## config.mk

```make
export PLATFORM = sky130hd
export DESIGN_NAME = mem_port_arbiter
export DESIGN_NICKNAME = d
export VERILOG_FILES = /design/src/rtl/mem_port_arbiter.sv
export SDC_FILE = /design/constraint.sdc
export NUM_CORES = 1
export LEC_CHECK = 0
export CAP_MARGIN = 15
export CORE_MARGIN = 2
export CORE_UTILIZATION = 30
export CTS_CLUSTER_DIAMETER = 60
export DETAILED_ROUTE_END_ITERATION = 16
export DONT_BUFFER_PORTS = 1
export GPL_TIMING_DRIVEN = 0
export PLACE_DENSITY_LB_ADDON = 0.08
export SLEW_MARGIN = 20
export SYNTH_ARGS = -nofsm -noshare
export SYNTH_HDL_FRONTEND = slang
export SYNTH_SLANG_ARGS = --single-unit
```

## constraint.sdc

```tcl
create_clock -name clk -period 4.3 [get_ports clk]
set_input_delay 0.645 -clock clk [delete_from_list [all_inputs] [get_ports clk]]
set_output_delay 0.645 -clock clk [all_outputs]
set_load 0.005 [all_outputs]
```

## src/rtl/mem_port_arbiter.sv

```systemverilog
// Two-port arbiter (fetch and load/store) in front of one single-port RAM with a 1-cycle read latency.
// Define ARB_FAIR_EN to bound how many data grants in a row can go by while a fetch is waiting.
module mem_port_arbiter #(
    parameter int ADDR_W     = 32,
    parameter int DATA_W     = 32,
    parameter int MAX_STREAK = 4
) (
    input  logic              clk,
    input  logic              rst_sync,
    input  logic              i_req,
    input  logic [ADDR_W-1:0] i_addr,
    output logic              i_gnt,
    output logic              i_rvalid,
    output logic [DATA_W-1:0] i_rdata,
    input  logic              d_req,
    input  logic              d_we,
    input  logic [1:0]        d_width,
    input  logic [ADDR_W-1:0] d_addr,
    input  logic [DATA_W-1:0] d_wdata,
    output logic              d_gnt,
    output logic              d_rvalid,
    output logic [DATA_W-1:0] d_rdata,
    output logic              mem_en,
    output logic              mem_we,
    output logic [1:0]        mem_width,
    output logic [ADDR_W-1:0] mem_addr,
    output logic [DATA_W-1:0] mem_wdata,
    input  logic [DATA_W-1:0] mem_rdata,
    output logic              stall_req
);

    typedef enum logic [1:0] {
        OWN_NONE = 2'b00,
        OWN_I    = 2'b01,
        OWN_D    = 2'b10
    } owner_e;

    owner_e            rd_owner_r;
    owner_e            rd_owner_nxt_s;
    logic              i_gnt_s;
    logic              d_gnt_s;
    logic              fair_force_s;
    logic [DATA_W-1:0] i_hold_r;
    logic [DATA_W-1:0] d_hold_r;

`ifdef ARB_FAIR_EN
    localparam int STREAK_W = $clog2(MAX_STREAK + 1);

    logic [STREAK_W-1:0] streak_r;

    // Fetch wins a contested cycle once data has taken MAX_STREAK grants in a row.
    always_comb begin
        fair_force_s = i_req && d_req && (streak_r == STREAK_W'(MAX_STREAK));
    end

    // Count data grants that went by while fetch was waiting.
    always_ff @(posedge clk or posedge rst_sync) begin
        if (rst_sync) begin
            streak_r <= {STREAK_W{1'b0}};
        end else if (i_gnt_s || !i_req) begin
            streak_r <= {STREAK_W{1'b0}};
        end else if (d_gnt_s) begin
            streak_r <= streak_r + {{(STREAK_W-1){1'b0}}, 1'b1};
        end else begin
            streak_r <= streak_r;
        end
    end
`else
    // Strict data priority; the streak limit only matters when fairness is built in.
    always_comb begin
        fair_force_s = (MAX_STREAK < 0);
    end
`endif

    // Same-cycle grant: data first unless the fairness limit hands the slot to fetch.
    always_comb begin
        i_gnt_s = 1'b0;
        d_gnt_s = 1'b0;
        if (rst_sync) begin
            i_gnt_s = 1'b0;
        end else if (fair_force_s) begin
            i_gnt_s = 1'b1;
        end else if (d_req) begin
            d_gnt_s = 1'b1;
        end else if (i_req) begin
            i_gnt_s = 1'b1;
        end else begin
            d_gnt_s = 1'b0;
        end
    end

    // RAM request mux; all fields are zero when nobody is granted.
    always_comb begin
        mem_en    = 1'b0;
        mem_we    = 1'b0;
        mem_width = 2'b00;
        mem_addr  = {ADDR_W{1'b0}};
        mem_wdata = {DATA_W{1'b0}};
        if (d_gnt_s) begin
            mem_en    = 1'b1;
            mem_we    = d_we;
            mem_width = d_width;
            mem_addr  = d_addr;
            mem_wdata = d_wdata;
        end else if (i_gnt_s) begin
            mem_en    = 1'b1;
            mem_width = 2'b10;
            mem_addr  = i_addr;
        end else begin
            mem_en = 1'b0;
        end
    end

    // Grant and stall outputs.
    always_comb begin
        i_gnt     = i_gnt_s;
        d_gnt     = d_gnt_s;
        stall_req = !rst_sync && ((i_req && !i_gnt_s) || (d_req && !d_gnt_s));
    end

    // Read-owner state register; reset drops any read still in flight.
    always_ff @(posedge clk or posedge rst_sync) begin
        if (rst_sync) begin
            rd_owner_r <= OWN_NONE;
        end else begin
            rd_owner_r <= rd_owner_nxt_s;
        end
    end

    // Next owner: whoever issued a read this cycle; stores return nothing.
    always_comb begin
        rd_owner_nxt_s = OWN_NONE;
        if (i_gnt_s) begin
            rd_owner_nxt_s = OWN_I;
        end else if (d_gnt_s && !d_we) begin
            rd_owner_nxt_s = OWN_D;
        end else begin
            rd_owner_nxt_s = OWN_NONE;
        end
    end

    // Return path: RAM data passes straight through on the valid cycle and is held afterwards.
    always_comb begin
        i_rvalid = 1'b0;
        d_rvalid = 1'b0;
        i_rdata  = i_hold_r;
        d_rdata  = d_hold_r;
        case (rd_owner_r)
            OWN_I: begin
                i_rvalid = 1'b1;
                i_rdata  = mem_rdata;
            end
            OWN_D: begin
                d_rvalid = 1'b1;
                d_rdata  = mem_rdata;
            end
            OWN_NONE: begin
                i_rvalid = 1'b0;
            end
            default: begin
                d_rvalid = 1'b0;
            end
        endcase
    end

    // Capture returned data so each port keeps its last read value.
    always_ff @(posedge clk or posedge rst_sync) begin
        if (rst_sync) begin
            i_hold_r <= {DATA_W{1'b0}};
            d_hold_r <= {DATA_W{1'b0}};
        end else if (rd_owner_r == OWN_I) begin
            i_hold_r <= mem_rdata;
            d_hold_r <= d_hold_r;
        end else if (rd_owner_r == OWN_D) begin
            i_hold_r <= i_hold_r;
            d_hold_r <= mem_rdata;
        end else begin
            i_hold_r <= i_hold_r;
            d_hold_r <= d_hold_r;
        end
    end

endmodule

```

==> results of run 1 <==
[kinds of logic (layout without fill, tap and decap cells)]
logic type / count (synthesis) / count (layout) / share of synthesized area (%)
AO/OA/AOI/OAI: 33 / 33 / 8.745
AND/OR/NAND/NOR: 45 / 45 / 7.299
flip-flops: 66 / 66 / 44.40
buffers and inverters: 28 / 46 / 5.550
multiplexers: 96 / 96 / 34.01
other: 0 / 4 / 0
[final timing paths]
kind                                               start                  endpoint  cells past startpoint
worst max-delay path                            rst_sync              mem_addr[27]                      3
worst min-delay path                                d_we   rd_owner_r[1]$_DFF_PP0_                      1
worst max register to register   rd_owner_r[1]$_DFF_PP0_    i_hold_r[18]$_DFF_PP0_                      4
worst min register to register  d_hold_r[14]$_DFFE_PP0N_  d_hold_r[14]$_DFFE_PP0N_                      1
max in group asynchronous                       rst_sync     i_hold_r[4]$_DFF_PP0_                      3
min in group asynchronous                       rst_sync  d_hold_r[17]$_DFFE_PP0N_                      2
[registers in the layout, summed over array words and instances (netlist names)]
name,cells
d_hold_r,32
i_hold_r,32
rd_owner_r,2
[final cells by class]
type / count / area (um2) / area share (%)
multi-input cells: 174 / 1862 / 42.99
flip-flops and latches: 66 / 1652 / 38.14
clock buffers: 9 / 225.2 / 5.201
well taps: 168 / 210.2 / 4.854
plain buffers: 26 / 200.2 / 4.623
clock inverters: 7 / 116.4 / 2.687
repair buffers: 2 / 47.55 / 1.098
diodes: 4 / 10.01 / 0.2311
inverters: 2 / 7.507 / 0.1734
[power breakdown]
| part | switching [W] | internal [W] |
|---|---|---|
| clock | 0.000283 | 0.000566 |
| sequential | 0.0000458 | 0.000746 |
| combinational | 0.000183 | 0.000242 |
[cells in the mapped netlist, drive strengths merged]
library cell  instances  area share, %
mux2                 96             34
a21oi                 1           0.13
and2                 35            5.9
nor2b                 4           0.67
dfrtp                66             44
a32o                 32            8.6
nand2b                2           0.34
clkbuf                5           0.57
inv                   2           0.20
buf                  21            4.8
nor2                  3           0.30
nand2                 1           0.10
[routing by layer]
| layer | track usage (%) | vias up | wire length (um) |
|---|---|---|---|
| li1 | - | 1015 | - |
| met5 | 0 | - | 0 |
| met3 | 6.906 | 19 | 1025 |
| met4 | 9.960 | 0 | 402 |
| met1 | 17.25 | 1205 | 4088 |
| met2 | 27.99 | 147 | 5947 |
[through the flow]
stage	area (um2)	total power, W	hold slack, ns	TNS [ns]	std cells
floorplan	3720	0.001142	0.4796	0	268
global placement	3930	0.001226	0.4882	-47.17	436
detailed placement	3979	0.001238	0.4944	0	438
CTS	4320	0.002103	0.3561	0	454
global route	4328	0.002177	0.3613	0	457
finish	4330	0.002066	0.3728	0	458
==> impl_metrics.json, run 1 <==
{
  "core-area_um2": 12060,
  "start_kind": "input port",
  "htreeDepth": 3,
  "slowest_delay_ns": 0.61,
  "dp_slack_ns": 1.899,
  "rows": 40,
  "io_buffers": 0,
  "synth_nets": 403,
  "synth_area_um2": 3720,
  "status": "completed",
  "setup_viol": 0,
  "rsz0062_at_grt": "false",
  "drt_iter0_markers": 106,
  "ios": 272,
  "dieArea_um2": 13310,
  "syn_area_per_cell_um2": 13.88,
  "p_leak_nw": 1.936,
  "numClockSinks": 66,
  "reg2reg_setup_slack_ns": 2.87,
  "crit_type": "in2out",
  "hold_violations": 0,
  "vias": 2386,
  "totalWireLength_mm": 11.46,
  "grt_first_pass_wirelength_mm": 15.40,
  "dr.pass1.iters": 5,
  "drive_gt1_share_pct": 47.55,
  "layout_min_cycle_time_ns": 2.373,
  "cts_buffers": 9,
  "die_h_um": 115.4,
  "worst_path_max_delay_cell": "buf_2",
  "wire_per_inst_um": 25.03,
  "fill_cells": 1158,
  "routabilityCongestion": 0.8528,
  "ir_worst_vdd_v": 0.0001509,
  "clk_pin_slew_worst_paths_ns": 0.05,
  "postCtsResizedCells": 0,
  "dieWidth_um": 115.4,
  "critPathTopFamily": "buffers and inverters",
  "endpoint_kind": "output port",
  "power_density_nw_per_um2": 477.0,
  "setup_ws_ns": 1.927,
  "clk_latency_ns": 0.33,
  "route.detailed.drc": 0,
  "mostFrequentLayoutCells": "dfrtp_1 (66), mux2_4 (49), mux2_2 (47)",
  "clockRootBuffer": "clkbuf_16",
  "maxCapViolations": 0,
  "yosysWarnings": 0,
  "syn_inst": 268,
  "grt_pass1_vias": 2345,
  "antenna_found_initial": 4,
  "hpwl_mm": 9.289,
  "crit_arrival_ns": 1.73,
  "final_util_pct": 35.90,
  "cp_num_buf_inv": 2,
  "area_growth_syn_to_layout_pct": 16.41,
  "grt_usage_pct": 16.61,
  "max_slew.worst_pin.slew_ns": 0.7126,
  "vias_per_cell": 5.210,
  "final_common_cell": "dfrtp_1",
  "cts_tree": "done",
  "grt_start_max_net_pins": 30,
  "postCtsHoldBufs": 0,
  "hp-class": "in2reg",
  "synth.yosys.seq_area_share_pct": 44.40,
  "min_period_over_period_pct": 55.19,
  "postCtsSetupRepairBufs": 0,
  "drv_slew": 0,
  "worst_slew_margin_rel_pct": 52.49,
  "ant_nets": 0,
  "grt_overflow": 0,
  "finalNetCount": 416,
  "synth_seq_cells": 66,
  "fin_skew_ns": 0.005858,
  "cts_max_path_buffers": 2,
  "synth.distinct_cells": 16,
  "crit_fanout": 29,
  "start_util_pct": 30.84,
  "crit_chain": "inv_1, buf_2, a32o_1",
  "max_freq_mhz": 421.4,
  "crit_required_ns": 3.65
}
(Power assumes the default switching activity.)
==> run 2: changes to the inputs <==
==> constraint.sdc (replaced) <==
create_clock -name clk -period 2.2 [get_ports clk]
set_input_delay 0.33 -clock clk [delete_from_list [all_inputs] [get_ports clk]]
set_output_delay 0.33 -clock clk [all_outputs]
set_load 0.005 [all_outputs]
==> impl_metrics.json, run 2 (same netlist as run 1, synthesis figures left out) <==
{
  "area_growth_syn_to_layout_pct": 15.17,
  "clk_latency_ns": 0.33,
  "start_kind": "register",
  "start_util_pct": 30.84,
  "io_buffers": 0,
  "routabilityCongestion": 0.9771,
  "dieArea_um2": 13310,
  "place_inst": 437,
  "top_regs": "d_hold_r (32), i_hold_r (32), rd_owner_r (2)",
  "numClockSinks": 66,
  "setup_viol": 0,
  "grt_start_max_net_pins": 54,
  "hp-class": "in2reg",
  "final_util_pct": 35.52,
  "cts_max_path_buffers": 2,
  "clk_pin_slew_worst_paths_ns": 0.05,
  "final_common_cell": "dfrtp_1",
  "crit_fanout": 10,
  "postCtsSetupRepairBufs": 0,
  "drt_iter0_markers": 137,
  "totalWireLength_mm": 12.79,
  "power_density_nw_per_um2": 919.7,
  "grt_usage_pct": 18.72,
  "ios": 272,
  "ant_nets": 0,
  "postCtsResizedCells": 0,
  "hpwl_mm": 10.37,
  "drive_gt1_share_pct": 46.48,
  "cts_tree": "done",
  "vias_per_cell": 5.366,
  "dr.pass1.iters": 4,
  "maxCapViolations": 0,
  "postCtsHoldBufs": 0,
  "route.detailed.drc": 0,
  "p_leak_nw": 1.917,
  "antenna_found_initial": 1,
  "crit_type": "reg2out",
  "mostFrequentLayoutCells": "dfrtp_1 (66), mux2_4 (49), mux2_2 (47)",
  "crit_required_ns": 1.87,
  "min_period_over_period_pct": 88.01,
  "rows": 40,
  "max_freq_mhz": 516.5,
  "endpoint_kind": "output port",
  "htreeDepth": 3,
  "clockRootBuffer": "clkbuf_16",
  "grt_pass1_vias": 2366,
  "drv_slew": 0,
  "rsz0062_at_grt": "false",
  "crit_arrival_ns": 1.61,
  "grt_overflow": 0,
  "max_slew.worst_pin.slew_ns": 0.3935,
  "worst_slew_margin_rel_pct": 73.77,
  "layout_min_cycle_time_ns": 1.936,
  "wire_per_inst_um": 28.23,
  "cts_buffers": 9,
  "ir_worst_vdd_v": 0.0003826,
  "finalNetCount": 415,
  "status": "completed",
  "die_h_um": 115.4,
  "fill_cells": 1197,
  "layout.cells.non_filler": 453,
  "hold_violations": 0,
  "setup_tns_ns": 0,
  "grt_first_pass_wirelength_mm": 17.03,
  "dieWidth_um": 115.4,
  "core-area_um2": 12060,
  "fin_skew_ns": 0.003045,
  "vias": 2431
}
==> run 2: final cells by class <==
type                    instances  area [um2]  share of cell area [%]
diodes                          1       2.502                 0.05841
plain buffers                  26       202.7                   4.731
clock buffers                  13       260.3                   6.075
clock inverters                 2       60.06                   1.402
inverters                       2       7.507                  0.1752
multi-input cells             174        1862                   43.46
flip-flops and latches         66        1652                   38.55
well taps                     168       210.2                   4.907
repair buffers                  1       27.53                  0.6425
==> run 2: worst paths after layout <==
path / startpoint / end / slack (ns) / depth (start not counted)
max: rd_owner_r[1]$_DFF_PP0_ / i_rdata[18] / 0.26 / 4
min: d_we / rd_owner_r[1]$_DFF_PP0_ / 0.05 / 1
max reg2reg: rd_owner_r[1]$_DFF_PP0_ / i_hold_r[18]$_DFF_PP0_ / 0.79 / 4
min reg2reg: d_hold_r[17]$_DFFE_PP0N_ / d_hold_r[17]$_DFFE_PP0N_ / 0.50 / 1
max in group asynchronous: rst_sync / d_hold_r[25]$_DFFE_PP0N_ / 1.51 / 3
min in group asynchronous: rst_sync / i_hold_r[16]$_DFF_PP0_ / 0.12 / 2
==> run 2: power breakdown <==
part | switching, W | internal, W | total, W
Clock | 0.000512 | 0.00105 | 0.00156
Sequential | 0.0000893 | 0.00146 | 0.00155
Combinational | 0.000361 | 0.000470 | 0.000831
Total | 0.000962 | 0.00298 | 0.00394
==> run 2: worst max-delay path, stage by stage (launching register included) <==
cell	delay, ns
dfrtp_1	0.37
nor2b_1	0.09
buf_2	0.22
buf_6	0.19
mux2_2	0.40
==> run 2: routing by layer <==
layer | vias to the layer above | wire length, um | global-route usage, %
li1 | 1005 | - | -
met4 | 0 | 236 | 6.988
met2 | 169 | 6643 | 32.55
met5 | - | 0 | 0
met3 | 13 | 1269 | 7.064
met1 | 1244 | 4636 | 20.78
==> run 2: per-stage QoR <==
step	setup WS [ns]	power [W]	hold WS (ns)	area (um2)
2_1_floorplan	0.01179	0.002233	0.3956	3726
3_3_place_gp	-0.6463	0.002399	0.3989	3936
3_5_place_dp	0.3885	0.002418	0.3987	3961
4_1_cts	0.2139	0.004011	0.03598	4282
5_1_grt	0.1323	0.004142	0.04557	4284
6_report	0.2639	0.003940	0.05351	4284
==> run 3: changes to the inputs <==
--- a/config.mk
+++ b/config.mk
@@ -12,6 +12,7 @@
 export DETAILED_ROUTE_END_ITERATION = 16
 export DONT_BUFFER_PORTS = 1
 export GPL_TIMING_DRIVEN = 0
+export MAX_ROUTING_LAYER = met4
 export PLACE_DENSITY_LB_ADDON = 0.08
 export SLEW_MARGIN = 20
 export SYNTH_ARGS = -nofsm -noshare
==> constraint.sdc (replaced) <==
create_clock -name clk -period 2.2 [get_ports clk]
set_input_delay 0.33 -clock clk [delete_from_list [all_inputs] [get_ports clk]]
set_output_delay 0.33 -clock clk [all_outputs]
set_load 0.01 [all_outputs]
==> impl_metrics.json, run 3 (same netlist as run 1, synthesis figures left out) <==
{
  "drive_gt1_share_pct": 47.37,
  "ios": 272,
  "grt_start_max_net_pins": 41,
  "worstRegToRegCells": 4,
  "crit_fanout": 10,
  "postCtsHoldBufs": 0,
  "cts_tree": "done",
  "vias_per_cell": 5.199,
  "dieWidth_um": 115.4,
  "route.detailed.drc": 0,
  "io_buffers": 0,
  "max_freq_mhz": 508.6,
  "die_h_um": 115.4,
  "worst_slew_margin_rel_pct": 67.61,
  "crit_type": "reg2out",
  "status": "completed",
  "rsz0062_at_grt": "false",
  "grt_overflow": 0,
  "cts_max_path_buffers": 2,
  "r2r-start": "rd_owner_r[1]$_DFF_PP0_",
  "area_growth_syn_to_layout_pct": 16.01,
  "fin_skew_ns": 0.003355,
  "rows": 40,
  "mostFrequentLayoutCells": "dfrtp_1 (66), mux2_4 (49), mux2_2 (47)",
  "clockRootBuffer": "clkbuf_16",
  "dieArea_um2": 13310,
  "totalWireLength_mm": 12.09,
  "vias": 2376,
  "setup_viol": 0,
  "fill_cells": 1209,
  "maxCapViolations": 0,
  "postCtsResizedCells": 0,
  "layout_min_cycle_time_ns": 1.966,
  "core-area_um2": 12060,
  "cp_num_buf_inv": 2,
  "grt_first_pass_wirelength_mm": 16.46,
  "worst_path_max_delay_cell": "mux2_2",
  "path_depth": 4,
  "postCtsSetupRepairBufs": 0,
  "hpwl_mm": 9.751,
  "dr.pass1.iters": 4,
  "endpoint_kind": "output port",
  "hold-worst-slack_ns": 0.05542,
  "ant_nets": 0,
  "seq_area_um2": 1652,
  "reg2reg_setup_slack_ns": 0.76,
  "min_period_over_period_pct": 89.36,
  "top_regs": "d_hold_r (32), i_hold_r (32), rd_owner_r (2)",
  "clk_pin_slew_worst_paths_ns": 0.06,
  "crit_end": "i_rdata[23]",
  "drt_iter0_markers": 135,
  "grt_pass1_vias": 2428,
  "htreeDepth": 3,
  "hold_violations": 0,
  "setup_tns_ns": 0,
  "ir_worst_vdd_v": 0.0003194,
  "place_inst": 437,
  "multi_input_area_um2": 1862,
  "routabilityCongestion": 0.8311,
  "wire_per_inst_um": 26.45,
  "drv_slew": 0,
  "start_util_pct": 30.84,
  "grt_usage_pct": 18.01,
  "crit_chain": "nor2b_1, buf_2, buf_6, mux2_2",
  "crit_arrival_ns": 1.64,
  "worstReg2RegEnd": "i_hold_r[14]$_DFF_PP0_",
  "start_kind": "register",
  "crit_start": "rd_owner_r[1]$_DFF_PP0_",
  "crit_required_ns": 1.87,
  "hp-class": "in2reg",
  "critPathTopFamily": "buffers and inverters",
  "power_density_nw_per_um2": 972.5,
  "finalNetCount": 415,
  "p_leak_nw": 1.931,
  "layout.cells.non_filler": 457,
  "antenna_found_initial": 5,
  "cts_buffers": 9,
  "final_common_cell": "dfrtp_1",
  "clk_latency_ns": 0.33,
  "slowest_delay_ns": 0.39,
  "max_slew.worst_pin.slew_ns": 0.4859,
  "numClockSinks": 66
}
[run 3: cell types whose count changed in the layout (fill, tap and decap cells not counted)]
cell,previous run,this run
diode_2,1,4
clkbuf_1,5,3
buf_12,0,1
buf_16,1,0
bufinv_16,2,3
clkbuf_8,2,1
clkinv_2,0,1
clkinv_4,0,1
inv_6,0,1
[run 3: layer usage]
metal / vias to the layer above / part of all wire (%) / global-route usage [%]
met4: 0 / 2.5 / 8.514
met3: 18 / 8.9 / 6.642
met1: 1197 / 38 / 20.17
li1: 1007 / - / -
met2: 154 / 51 / 28.46
met5: - / 0 / -
[run 3: worst min path at each step]
stage          start                 endpoint  slack, ns  cells past startpoint
2_1_floorplan   d_we  rd_owner_r[1]$_DFF_PP0_       0.40                      1
3_3_place_gp    d_we  rd_owner_r[1]$_DFF_PP0_       0.40                      1
3_5_place_dp    d_we  rd_owner_r[1]$_DFF_PP0_       0.40                      1
4_1_cts         d_we  rd_owner_r[1]$_DFF_PP0_       0.04                      1
5_1_grt         d_we  rd_owner_r[1]$_DFF_PP0_       0.05                      1
6_report        d_we  rd_owner_r[1]$_DFF_PP0_       0.06                      1
[run 3: per-stage QoR]
stage	instance area [um2]	util [%]	power [W]	worst slack [ns]
2_1_floorplan	3721	-	0.002364	0.1167
3_3_place_gp	3931	32.59	0.002530	-0.5430
3_5_place_dp	3954	32.78	0.002545	0.2756
4_1_cts	4305	35.70	0.004270	0.1738
5_1_grt	4315	35.78	0.004397	0.1224
6_report	4315	35.78	0.004197	0.2340
[run 3: final cells by class]
cell class | instances | share of cell area, %
inverters | 2 | 0.1740
flip-flops and latches | 66 | 38.27
clock inverters | 6 | 2.609
plain buffers | 26 | 4.697
repair buffers | 1 | 0.4639
well taps | 168 | 4.871
diodes | 4 | 0.2320
clock buffers | 10 | 5.538
multi-input cells | 174 | 43.14
[run 3: report_power, final]
group,internal [W],total [W],switching (W),leakage (nW)
registers,0.00146,0.00155,0.0000887,0.779
clock network,0.00114,0.00169,0.000550,0.173
logic,0.000476,0.000958,0.000482,0.979
